===== src/rtl/uart_echo_fifo_if.sv =====
// Serial lines and status of the UART echo block; master = the echo block, slave = its environment.
interface uart_echo_fifo_if #(
  parameter int FIFO_DEPTH = 16
);
  localparam int CNT_W = $clog2(FIFO_DEPTH) + 1;

  logic             serialRX;
  logic             serialTX;
  logic             txHold;
  logic [CNT_W-1:0] fifoCount;
  logic             overflow;
  logic             frameErr;

  modport master (
    input  serialRX, txHold,
    output serialTX, fifoCount, overflow, frameErr
  );

  modport slave (
    output serialRX, txHold,
    input  serialTX, fifoCount, overflow, frameErr
  );
endinterface


===== src/rtl/uart_echo_fifo.sv =====
// UART echo: RX frame -> +ADD_VALUE -> FIFO -> TX; start bit 2 cycles after push; txHold stalls TX between frames only.
// Full FIFO drops the word and sets sticky overflow; UART_ECHO_OVFCNT_EN adds a saturating ovfCount port.
module uart_echo_fifo #(
  parameter int CLKS_PER_BIT = 868,
  parameter int DATA_BITS    = 8,
  parameter int FIFO_DEPTH   = 16,
  parameter int ADD_VALUE    = 1
) (
  input  logic clk,
  input  logic rst,
  uart_echo_fifo_if.master bus
`ifdef UART_ECHO_OVFCNT_EN
  ,
  output logic [7:0] ovfCount
`endif
);

  localparam int CW = $clog2(CLKS_PER_BIT);
  localparam int BW = $clog2(DATA_BITS);
  localparam int AW = $clog2(FIFO_DEPTH);
  localparam int NW = AW + 1;

  localparam logic [CW-1:0]        BIT_LAST  = CW'(CLKS_PER_BIT - 1);
  localparam logic [CW-1:0]        HALF_LAST = CW'(CLKS_PER_BIT / 2 - 1);
  localparam logic [BW-1:0]        BITS_LAST = BW'(DATA_BITS - 1);
  localparam logic [NW-1:0]        DEPTH_N   = NW'(FIFO_DEPTH);
  localparam logic [DATA_BITS-1:0] ADD_W     = DATA_BITS'(ADD_VALUE);

  typedef enum logic [1:0] {S_IDLE, S_START, S_DATA, S_STOP} state_t;

  logic                 rx_s1_q, rx_s1_d, rx_s2_q, rx_s2_d;
  logic [1:0]           warm_q, warm_d;
  logic                 armed_q, armed_d;
  state_t               rx_state_q, rx_state_d;
  logic [CW-1:0]        rx_cnt_q, rx_cnt_d;
  logic [BW-1:0]        rx_bit_q, rx_bit_d;
  logic [DATA_BITS-1:0] rx_shift_q, rx_shift_d;
  logic                 frame_err_q, frame_err_d;

  logic [AW-1:0]        wr_ptr_q, wr_ptr_d, rd_ptr_q, rd_ptr_d;
  logic [NW-1:0]        count_q, count_d;
  logic                 ovf_q, ovf_d;
  logic [DATA_BITS-1:0] mem_q [FIFO_DEPTH];

  state_t               tx_state_q, tx_state_d;
  logic [CW-1:0]        tx_cnt_q, tx_cnt_d;
  logic [BW-1:0]        tx_bit_q, tx_bit_d;
  logic [DATA_BITS-1:0] tx_shift_q, tx_shift_d;
  logic                 tx_q, tx_d;

  logic                 push_req, push_ok, pop, full, drop;
  logic [DATA_BITS-1:0] push_word;

  always_comb begin
    rx_s1_d     = bus.serialRX;
    rx_s2_d     = rx_s1_q;
    // warm_q[1] marks that rx_s2_q now reflects the real line rather than reset values
    warm_d      = {warm_q[0], 1'b1};
    armed_d     = armed_q | (warm_q[1] & rx_s2_q);
    rx_state_d  = rx_state_q;
    rx_cnt_d    = rx_cnt_q + 1'b1;
    rx_bit_d    = rx_bit_q;
    rx_shift_d  = rx_shift_q;
    frame_err_d = 1'b0;
    push_req    = 1'b0;
    case (rx_state_q)
      S_IDLE: begin
        rx_cnt_d = '0;
        if (armed_q && !rx_s2_q) rx_state_d = S_START;
      end
      S_START: begin
        if (rx_cnt_q == HALF_LAST) begin
          rx_cnt_d   = '0;
          rx_bit_d   = '0;
          rx_state_d = rx_s2_q ? S_IDLE : S_DATA;
        end
      end
      S_DATA: begin
        if (rx_cnt_q == BIT_LAST) begin
          rx_cnt_d   = '0;
          rx_shift_d = {rx_s2_q, rx_shift_q[DATA_BITS-1:1]};
          if (rx_bit_q == BITS_LAST) rx_state_d = S_STOP;
          else                       rx_bit_d   = rx_bit_q + 1'b1;
        end
      end
      S_STOP: begin
        if (rx_cnt_q == BIT_LAST) begin
          rx_cnt_d   = '0;
          rx_state_d = S_IDLE;
          if (rx_s2_q) begin
            push_req = 1'b1;
          end else begin
            // a low stop bit leaves the line low; demand a fresh falling edge
            frame_err_d = 1'b1;
            armed_d     = 1'b0;
          end
        end
      end
      default: rx_state_d = S_IDLE;
    endcase

    push_word = rx_shift_q + ADD_W;
    full      = (count_q == DEPTH_N);
    pop       = (tx_state_q == S_IDLE) && (count_q != '0) && !bus.txHold;
    push_ok   = push_req && (!full || pop);
    drop      = push_req && full && !pop;
    wr_ptr_d  = push_ok ? wr_ptr_q + 1'b1 : wr_ptr_q;
    rd_ptr_d  = pop ? rd_ptr_q + 1'b1 : rd_ptr_q;
    count_d   = count_q;
    if (push_ok && !pop)      count_d = count_q + 1'b1;
    else if (pop && !push_ok) count_d = count_q - 1'b1;
    ovf_d     = ovf_q | drop;

    tx_state_d = tx_state_q;
    tx_cnt_d   = tx_cnt_q + 1'b1;
    tx_bit_d   = tx_bit_q;
    tx_shift_d = tx_shift_q;
    tx_d       = tx_q;
    case (tx_state_q)
      S_IDLE: begin
        tx_cnt_d = '0;
        tx_d     = 1'b1;
        if (pop) begin
          tx_state_d = S_START;
          tx_shift_d = mem_q[rd_ptr_q];
          tx_d       = 1'b0;
        end
      end
      S_START: begin
        if (tx_cnt_q == BIT_LAST) begin
          tx_cnt_d   = '0;
          tx_bit_d   = '0;
          tx_d       = tx_shift_q[0];
          tx_shift_d = {1'b0, tx_shift_q[DATA_BITS-1:1]};
          tx_state_d = S_DATA;
        end
      end
      S_DATA: begin
        if (tx_cnt_q == BIT_LAST) begin
          tx_cnt_d = '0;
          if (tx_bit_q == BITS_LAST) begin
            tx_d       = 1'b1;
            tx_state_d = S_STOP;
          end else begin
            tx_d       = tx_shift_q[0];
            tx_shift_d = {1'b0, tx_shift_q[DATA_BITS-1:1]};
            tx_bit_d   = tx_bit_q + 1'b1;
          end
        end
      end
      S_STOP: begin
        if (tx_cnt_q == BIT_LAST) begin
          tx_cnt_d   = '0;
          tx_state_d = S_IDLE;
        end
      end
      default: tx_state_d = S_IDLE;
    endcase
  end

  always_ff @(posedge clk or negedge rst) begin
    if (!rst) begin
      rx_s1_q     <= 1'b1;
      rx_s2_q     <= 1'b1;
      warm_q      <= '0;
      armed_q     <= 1'b0;
      rx_state_q  <= S_IDLE;
      rx_cnt_q    <= '0;
      rx_bit_q    <= '0;
      rx_shift_q  <= '0;
      frame_err_q <= 1'b0;
      wr_ptr_q    <= '0;
      rd_ptr_q    <= '0;
      count_q     <= '0;
      ovf_q       <= 1'b0;
      tx_state_q  <= S_IDLE;
      tx_cnt_q    <= '0;
      tx_bit_q    <= '0;
      tx_shift_q  <= '0;
      tx_q        <= 1'b1;
    end else begin
      rx_s1_q     <= rx_s1_d;
      rx_s2_q     <= rx_s2_d;
      warm_q      <= warm_d;
      armed_q     <= armed_d;
      rx_state_q  <= rx_state_d;
      rx_cnt_q    <= rx_cnt_d;
      rx_bit_q    <= rx_bit_d;
      rx_shift_q  <= rx_shift_d;
      frame_err_q <= frame_err_d;
      wr_ptr_q    <= wr_ptr_d;
      rd_ptr_q    <= rd_ptr_d;
      count_q     <= count_d;
      ovf_q       <= ovf_d;
      tx_state_q  <= tx_state_d;
      tx_cnt_q    <= tx_cnt_d;
      tx_bit_q    <= tx_bit_d;
      tx_shift_q  <= tx_shift_d;
      tx_q        <= tx_d;
    end
  end

  // Storage needs no reset: occupancy and pointers define what is valid.
  always_ff @(posedge clk) begin
    if (push_ok) mem_q[wr_ptr_q] <= push_word;
  end

  assign bus.serialTX  = tx_q;
  assign bus.fifoCount = count_q;
  assign bus.overflow  = ovf_q;
  assign bus.frameErr  = frame_err_q;

`ifdef UART_ECHO_OVFCNT_EN
  logic [7:0] ovf_cnt_q, ovf_cnt_d;

  always_comb begin
    ovf_cnt_d = ovf_cnt_q;
    if (drop && ovf_cnt_q != 8'hFF) ovf_cnt_d = ovf_cnt_q + 8'd1;
  end

  always_ff @(posedge clk or negedge rst) begin
    if (!rst) ovf_cnt_q <= '0;
    else      ovf_cnt_q <= ovf_cnt_d;
  end

  assign ovfCount = ovf_cnt_q;
`endif

endmodule

===== src/flat_wrapper.sv =====
// flat-port wrapper written by rule: the top's interface ports become plain ports
module uart_echo_fifo_flat 
#(
  parameter int CLKS_PER_BIT = 868,
  parameter int DATA_BITS    = 8,
  parameter int FIFO_DEPTH   = 16,
  parameter int ADD_VALUE    = 1
)
  (clk, rst, bus_serialRX, bus_txHold, bus_serialTX, bus_fifoCount, bus_overflow, bus_frameErr);
  uart_echo_fifo_if #(.FIFO_DEPTH(FIFO_DEPTH)) bus_i ();
  input  logic clk;
  input  logic rst;
  input wire logic [$bits(bus_i.serialRX)-1:0] bus_serialRX;
  input wire logic [$bits(bus_i.txHold)-1:0] bus_txHold;
  output wire logic [$bits(bus_i.serialTX)-1:0] bus_serialTX;
  output wire logic [$bits(bus_i.fifoCount)-1:0] bus_fifoCount;
  output wire logic [$bits(bus_i.overflow)-1:0] bus_overflow;
  output wire logic [$bits(bus_i.frameErr)-1:0] bus_frameErr;
  assign bus_i.serialRX = bus_serialRX;
  assign bus_i.txHold = bus_txHold;
  assign bus_serialTX = bus_i.serialTX;
  assign bus_fifoCount = bus_i.fifoCount;
  assign bus_overflow = bus_i.overflow;
  assign bus_frameErr = bus_i.frameErr;
  uart_echo_fifo #(.CLKS_PER_BIT(CLKS_PER_BIT), .DATA_BITS(DATA_BITS), .FIFO_DEPTH(FIFO_DEPTH), .ADD_VALUE(ADD_VALUE)) u_core (.clk(clk), .rst(rst), .bus(bus_i));
endmodule

===== config.mk =====
export PLATFORM = sky130hd
export DESIGN_NAME = uart_echo_fifo_flat
export DESIGN_NICKNAME = d
export VERILOG_FILES = /design/src/rtl/uart_echo_fifo_if.sv /design/src/rtl/uart_echo_fifo.sv /design/src/flat_wrapper.sv
export SDC_FILE = /design/constraint.sdc
export NUM_CORES = 1
export LEC_CHECK = 0
export ABC_AREA = 1
export CAP_MARGIN = 20
export CORE_MARGIN = 1
export CORE_UTILIZATION = 25
export DETAILED_ROUTE_END_ITERATION = 8
export PLACE_DENSITY = 0.45
export RECOVER_POWER = 25
export SYNTH_ARGS = -nofsm -noshare
export SYNTH_HDL_FRONTEND = slang
export SYNTH_SLANG_ARGS = --single-unit

===== constraint.sdc =====
create_clock -name clk -period 5.3 [get_ports clk]
set_input_delay 0.53 -clock clk [delete_from_list [all_inputs] [get_ports clk]]
set_output_delay 0.53 -clock clk [all_outputs]
set_load 0.01 [all_outputs]

==> qor.yml, run 1 <==
status:
  status: "completed"
logic_synthesis:
  muxShareOfSynthArea_pct: 0
  yosysSeqAreaShare_pct: 61.1
  syn_inst: 945
  synthAdderAreaFrac_pct: 3.27
  synth_compound_area_share_pct: 2.35
  synth_xor_area_share_pct: 1.65
  synth_edf_count: 128
  synth_flop_cell: "edfxtp_1"
  synthesis.nets: 972
  avgSynthCellArea_um2: 9.56
  ys_ff_latch: 195
  synth-simple-area-share_pct: 24.3
  synth_area_mm2: 0.00904
  async_flop_share_pct: 34.4
  yosysWarnings: 0
  synth_top_family_by_area: "simple AND/OR/NAND/NOR gates"
  yosysUniqueCellTypes: 39
worst_setup_path:
  critical_path_class: "register to register"
  cp.arrival_ns: 3.73
  slowest_stage: "nand3_2"
  worstPathMaxFanout: 22
  path_cells: "inv_1, ha_1, inv_1, nor2_1, nand2_2, nand4_1, nand3_2, inv_1, ha_1, inv_1, ha_1, a21oi_1, nor2_1, nor2_1, xor2_1, nand2_1, o21ai_0"
  crit_path_end_kind: "register"
  critPathBufInv: 4
  critPathMaxStageDelay_ns: 0.44
  required_ns: 5.66
  crit_family: "simple AND/OR/NAND/NOR gates"
  crit_path_frequent_cell: "inv_1"
  cp-start-kind: "register"
global_routing:
  antenna_found_initial: 1
  grt_start_max_net_pins: 69
  grt_usage_pct: 12.1
  grt_pass1_vias: 6138
  gr-total-overflow: 0
  grt_pass1_wl_mm: 33.8
pwr:
  ir_drop_uv: 202
  switchingPower_mw: 1.73
  p_int_mw: 2.82
  p_comb_share_pct: 31.6
  sw_frac_of_total_pct: 38.0
  report.power.total_mw: 4.55
  power_density_mw_per_mm2: 442
  p_seq_share_pct: 40.5
  pwr-share-clk_pct: 27.9
  p_leak_nw: 4.44
sta:
  rsz0062_at_grt: "false"
  tightest_slew_ns: 1.09
  final_max_slew_viol_count: 0
  fin_tns_setup_ns: 0
  period_minus_slack_ns: 3.37
  setup_viol: 0
  hold_viol: 0
  finalCritPeriodShare_pct: 63.6
  timing.fmax_mhz: 297
  relSlewSlack_pct: 26.8
  finalClockSkew_ns: 0.0163
floorplan:
  start_util_pct: 25.4
  ioPinCount: 12
  dieArea_mm2: 0.0369
  die_h_um: 192
  dieWidth_um: 192
  rows: 69
  core_mm2: 0.0356
route:
  vias_per_cell: 4.28
  dr.first_iter.drc_count: 482
  dr.pass1.iters: 5
  wl_mm: 21.0
  post-route-drc-count: 0
  wl_per_cell_um: 14.5
  ant_nets: 0
  routed-via-count: 6182
finish:
  fin_nets: 996
  area_growth_pct: 14.0
  antenna_cells: 0
  drive_above_1_share_pct: 7.84
  fill_cells: 3768
job:
  drv_cap: 0
hold_path:
  holdCritPathClass: "input pin to asynchronous set/reset pin"
clock_network:
  post-cts-setup-buffers: 0
  root_buffer: "clkbuf_16"
  htreeDepth: 4
  clk-insertion-delay-late_ns: 0.44
  hold_buffers: 0
  cts_sinks: 195
  cts_buffer_depth: 2
  clk_pin_slew_ns: 0.08
  cts_tree: "built"
  cts_made_buffers: 17
  cts_resized: 0
placement:
  routabilityCongestion: 0.831
  dp_hpwl_mm: 13.7
  io_buffers: 11
cell usage after synthesis, drive strengths merged (2+ instances only):
master / n / area [µm²]
nand2: 308 / 1170
nor2: 47 / 184
dfrtp: 64 / 1600
o21ai: 25 / 129
ha: 22 / 275
nand3b: 2 / 15.0
clkinv: 4 / 16.3
xnor2: 2 / 17.5
clkbuf: 6 / 23.8
nand4: 10 / 62.6
dfstp: 3 / 78.8
buf: 23 / 159
nand3: 108 / 551
nor3b: 3 / 22.5
edfxtp: 128 / 3840
or2: 2 / 12.5
inv: 121 / 454
nor3: 34 / 175
xor2: 15 / 131
a21oi: 11 / 55.1
power by group through the flow:
stage	clock [mW]	combinational, mW	sequential, mW
6_report	1.27	1.44	1.84
5_1_grt	1.36	1.66	1.86
4_1_cts	1.31	1.44	1.85
3_5_place_dp	0	1.44	1.88
3_3_place_gp	0	1.42	1.88
2_1_floorplan	0	1.08	1.84
worst paths after layout:
path,endpoint,slack (ns),cells past startpoint,start
min in group clk,u_core.warm_q[1],0.35,0,u_core.warm_q[0]
setup reg to reg,u_core.bus.fifoCount[4],1.93,17,u_core.tx_state_q[0]
hold / removal,u_core.tx_cnt_q[7],0.20,1,rst
hold reg to reg,u_core.warm_q[1],0.35,0,u_core.warm_q[0]
setup / recovery,u_core.bus.fifoCount[4],1.93,17,u_core.tx_state_q[0]
max in group asynchronous,u_core.rd_ptr_q[0],4.49,1,rst
cell families (layout without fill, tap and decap cells):
| family | after synthesis | count (layout) |
|---|---|---|
| AO/OA/AOI/OAI | 40 | 40 |
| XOR/XNOR | 17 | 17 |
| adder cells (fa/ha/maj) | 23 | 23 |
| buffers and inverters | 154 | 191 |
| flip-flops | 195 | 195 |
| other | 1 | 1 |
| AND/OR/NAND/NOR | 515 | 515 |
per-layer routing:
metal | wire (µm) | GRT usage (%) | vias up
li1 | - | - | 3119
met2 | 9840 | 19.4 | 95
met3 | 632 | 2.36 | 26
met1 | 10200 | 16.3 | 2942
met5 | 0 | 0 | -
met4 | 361 | 4.24 | 0
layout by cell type, fill, tap and decap left out, types with 15 or more instances in the layout:
cell       instances
o21ai_0           17
xor2_1            15
nand3_1          106
edfxtp_1         128
nor3_1            33
nand2_1          304
inv_1            114
ha_1              22
nor2_1            46
dfrtp_1           63
clkbuf_16         17
sequential cells by signal, indices dropped and copies added (netlist names), 3 cells and up, named ones only:
name,count
u_core.rx_shift_q,8
u_core.bus.fifoCount,5
u_core.wr_ptr_q,4
u_core.tx_cnt_q,10
u_core.rx_bit_q,3
u_core.tx_shift_q,8
u_core.mem_q,128
u_core.tx_bit_q,3
u_core.rx_cnt_q,10
u_core.rd_ptr_q,4
per-stage QoR:
step                      hold WS [ns]  area [µm²]  worst slack [ns]  std cells  util [%]
final                            0.197       10300              1.93       1443      29.0
after global routing             0.279       10300              1.52       1443      29.0
after CTS                        0.241       10200              1.88       1430      28.7
after detailed placement         0.342        9630              1.77       1398      27.1
after global placement           0.335        9610              1.84       1397      27.0
after floorplan                  0.234        9040              2.81        945         -
final cells by class:
cell class / count / area (µm²) / area share, %
well taps: 461 / 577 / 5.60
repair buffers: 34 / 292 / 2.83
clock inverters: 15 / 154 / 1.49
multi-input cells: 596 / 2860 / 27.8
inverters: 125 / 470 / 4.57
flip-flops and latches: 195 / 5530 / 53.6
clock buffers: 17 / 425 / 4.13
Power figures use the tool's default switching activity.
==> run 2: changes to the inputs <==
- clock period: 5.3 -> 3.2 ns (I/O delays scaled with it)
==> qor.yml, run 2 (synthesis results as in run 1) <==
clock_network:
  post-cts-setup-buffers: 0  # unchanged
  cts_resized: 0  # unchanged
  htreeDepth: 4  # unchanged
  cts_made_buffers: 17  # unchanged
  clk-insertion-delay-late_ns: 0.44  # about the same
  cts_sinks: 195  # unchanged
  clk_pin_slew_ns: 0.07  # about the same
  hold_buffers: 0  # unchanged
  cts_buffer_depth: 2  # unchanged
  cts_tree: "built"
  root_buffer: "clkbuf_16"
finish:
  final_common_cell: "nand2_1"
  fill_cells: 3735  # -0.88%
  top_regs: "u_core.mem_q (128), u_core.rx_cnt_q (10), u_core.tx_cnt_q (10)"
  finalNonFillerCells: 1449  # +0.42%
  antenna_cells: 0  # unchanged
  seqCellArea_mm2: 0.00553  # unchanged
  top_register: "u_core.mem_q"
  fin_nets: 1002  # +0.60%
  final_cell_mix: "nand2_1, edfxtp_1, inv_1"
  area_growth_pct: 15.2
  largest_reg_flops: 128  # unchanged
  multiInputGateArea_mm2: 0.00286  # unchanged
  drive_above_1_share_pct: 8.40  # +0.56 points
global_routing:
  grt_pass1_vias: 6108  # -0.49%
  gr-total-overflow: 0  # unchanged
  antenna_found_initial: 0  # -1
  grt_usage_pct: 12.1  # -0.087 points
  grt_start_max_net_pins: 68  # -1.4%
  grt_pass1_wl_mm: 33.7  # -0.33%
floorplan:
  dieArea_mm2: 0.0369  # unchanged
  rows: 69  # unchanged
  dieWidth_um: 192  # unchanged
  core_mm2: 0.0356  # unchanged
  die_h_um: 192  # unchanged
  ioPinCount: 12  # unchanged
  start_util_pct: 25.4  # unchanged
pwr:
  p_leak_nw: 4.50  # +1.3%
  report.power.total_mw: 7.82  # +72%
  ir_drop_uv: 312  # +55%
  power_density_mw_per_mm2: 751  # +70%
sta:
  period_minus_slack_ns: 2.77  # -0.604 ns
  timing.fmax_mhz: 361  # +22%
  relSlewSlack_pct: -15.6  # -42 points
  fin_tns_setup_ns: 0  # unchanged
  finalClockSkew_ns: 0.0186  # +0.00234 ns
  rsz0062_at_grt: "false"
  final_max_slew_viol_count: 68  # +68
  tightest_slew_ns: 1.73  # +0.644 ns
  hold_ws_ns: 0.341  # +0.144 ns
  setup_viol: 0  # unchanged
  hold_viol: 0  # unchanged
  finalCritPeriodShare_pct: 86.5  # +23 points
worst_setup_path:
  required_ns: 3.56  # -2.10 ns
  cp-start-kind: "register"
  r2r_end: "u_core.bus.fifoCount[4]"
  regToRegStartpoint: "u_core.tx_state_q[0]"
  worstPathMaxFanout: 5  # -77%
  critPathMaxStageDelay_ns: 0.42  # -0.02 ns
  rr_worst_depth: 17  # unchanged
  crit_cells: 17  # unchanged
  critical_path_class: "register to register"
  critPathLaunch: "u_core.tx_state_q[0]"
  crit_path_frequent_cell: "inv_1"
  reg2reg_slack_ns: 0.43  # -1.50 ns
  path_cells: "inv_1, ha_1, inv_1, nor2_1, nand2_2, nand4_1, nand3_2, inv_1, ha_1, inv_1, ha_1, a21oi_1, nor2_1, nor2_1, xor2_1, nand2_1, o21ai_0"
  crit_family: "adder cells"
  crit_path_end_kind: "register"
  endpoint: "u_core.bus.fifoCount[4]"
  slowest_stage: "dfrtp_1"
  cp.arrival_ns: 3.12  # -0.61 ns
  critPathBufInv: 4  # unchanged
placement:
  routabilityCongestion: 0.805  # -3.1%
  io_buffers: 11  # unchanged
  dp_hpwl_mm: 13.5  # -1.5%
  dp_cells: 1417  # +1.4%
route:
  wl_per_cell_um: 14.3  # -1.9%
  vias_per_cell: 4.23  # -1.2%
  post-route-drc-count: 0  # unchanged
  routed-via-count: 6136  # -0.74%
  dr.pass1.iters: 4  # -1
  ant_nets: 0  # unchanged
  dr.first_iter.drc_count: 502  # +4.1%
  wl_mm: 20.7  # -1.5%
hold_path:
  holdCritPathClass: "input pin to asynchronous set/reset pin"
status:
  violations: "capacitance limit, slew limit"
  status: "complete, but fails checks"
job:
  drv_cap: 1  # +1
run 2: area by class of cell:
class                      count  share of cell area (%)
sequential                   195                    53.1
multi-input combinational    596                    27.5
tap                          461                    5.54
inverter                     125                    4.52
clock buffer                  17                    4.08
timing repair buffer          40                    3.18
clock inverter                15                    2.16
run 2: worst min-delay path by stage:
stage,start,to,slack (ns)
after floorplan,rst,asynchronous set/reset pin,0.02
after global placement,u_core.warm_q[0],u_core.warm_q[1],0.34
after detailed placement,u_core.warm_q[0],u_core.warm_q[1],0.35
after CTS,rst,u_core.bus.frameErr,0.04
after global routing,u_core.warm_q[0],u_core.warm_q[1],0.35
final,rst,u_core.tx_cnt_q[7],0.34
run 2: layer usage:
layer  up-vias  global-route usage [%]  routed length [µm]
li1       3125                       -                   -
met1      2916                    16.0                9940
met5         -                       0                   0
met4         0                    3.82                 369
met3        20                    2.25                 676
met2        75                    19.8                9690
run 2: report_power, final:
part | total (mW) | internal [mW] | switching, mW
clock network | 2.36 | 1.29 | 1.07
logic | 2.39 | 0.769 | 1.62
registers | 3.07 | 2.85 | 0.220
run 2: worst register-to-register path: cells and delay by family, from the launching register on:
family,cells,cell delay [ns]
simple gates,7,0.66
compound gates,2,0.22
fa+ha+maj,3,0.80
xor+xnor,1,0.15
buf+inv,4,0.44
flops,1,0.42
run 2: through the flow:
| step | utilization (%) | cell area (µm²) | worst slack (ns) |
|---|---|---|---|
| 4_1_cts | 29.3 | 10400 | 0.383 |
| 3_3_place_gp | 27.5 | 9770 | 0.473 |
| 6_report | 29.3 | 10400 | 0.433 |
| 2_1_floorplan | - | 9040 | 0.707 |
| 3_5_place_dp | 27.5 | 9770 | 0.410 |
| 5_1_grt | 29.3 | 10400 | 0.0573 |
==> run 3: changes to the inputs <==
- ABC_CLOCK_PERIOD_IN_PS: unset -> 3200
==> results of run 3 <==
The final DEF is identical to that of run 2; final timing and power are the same.
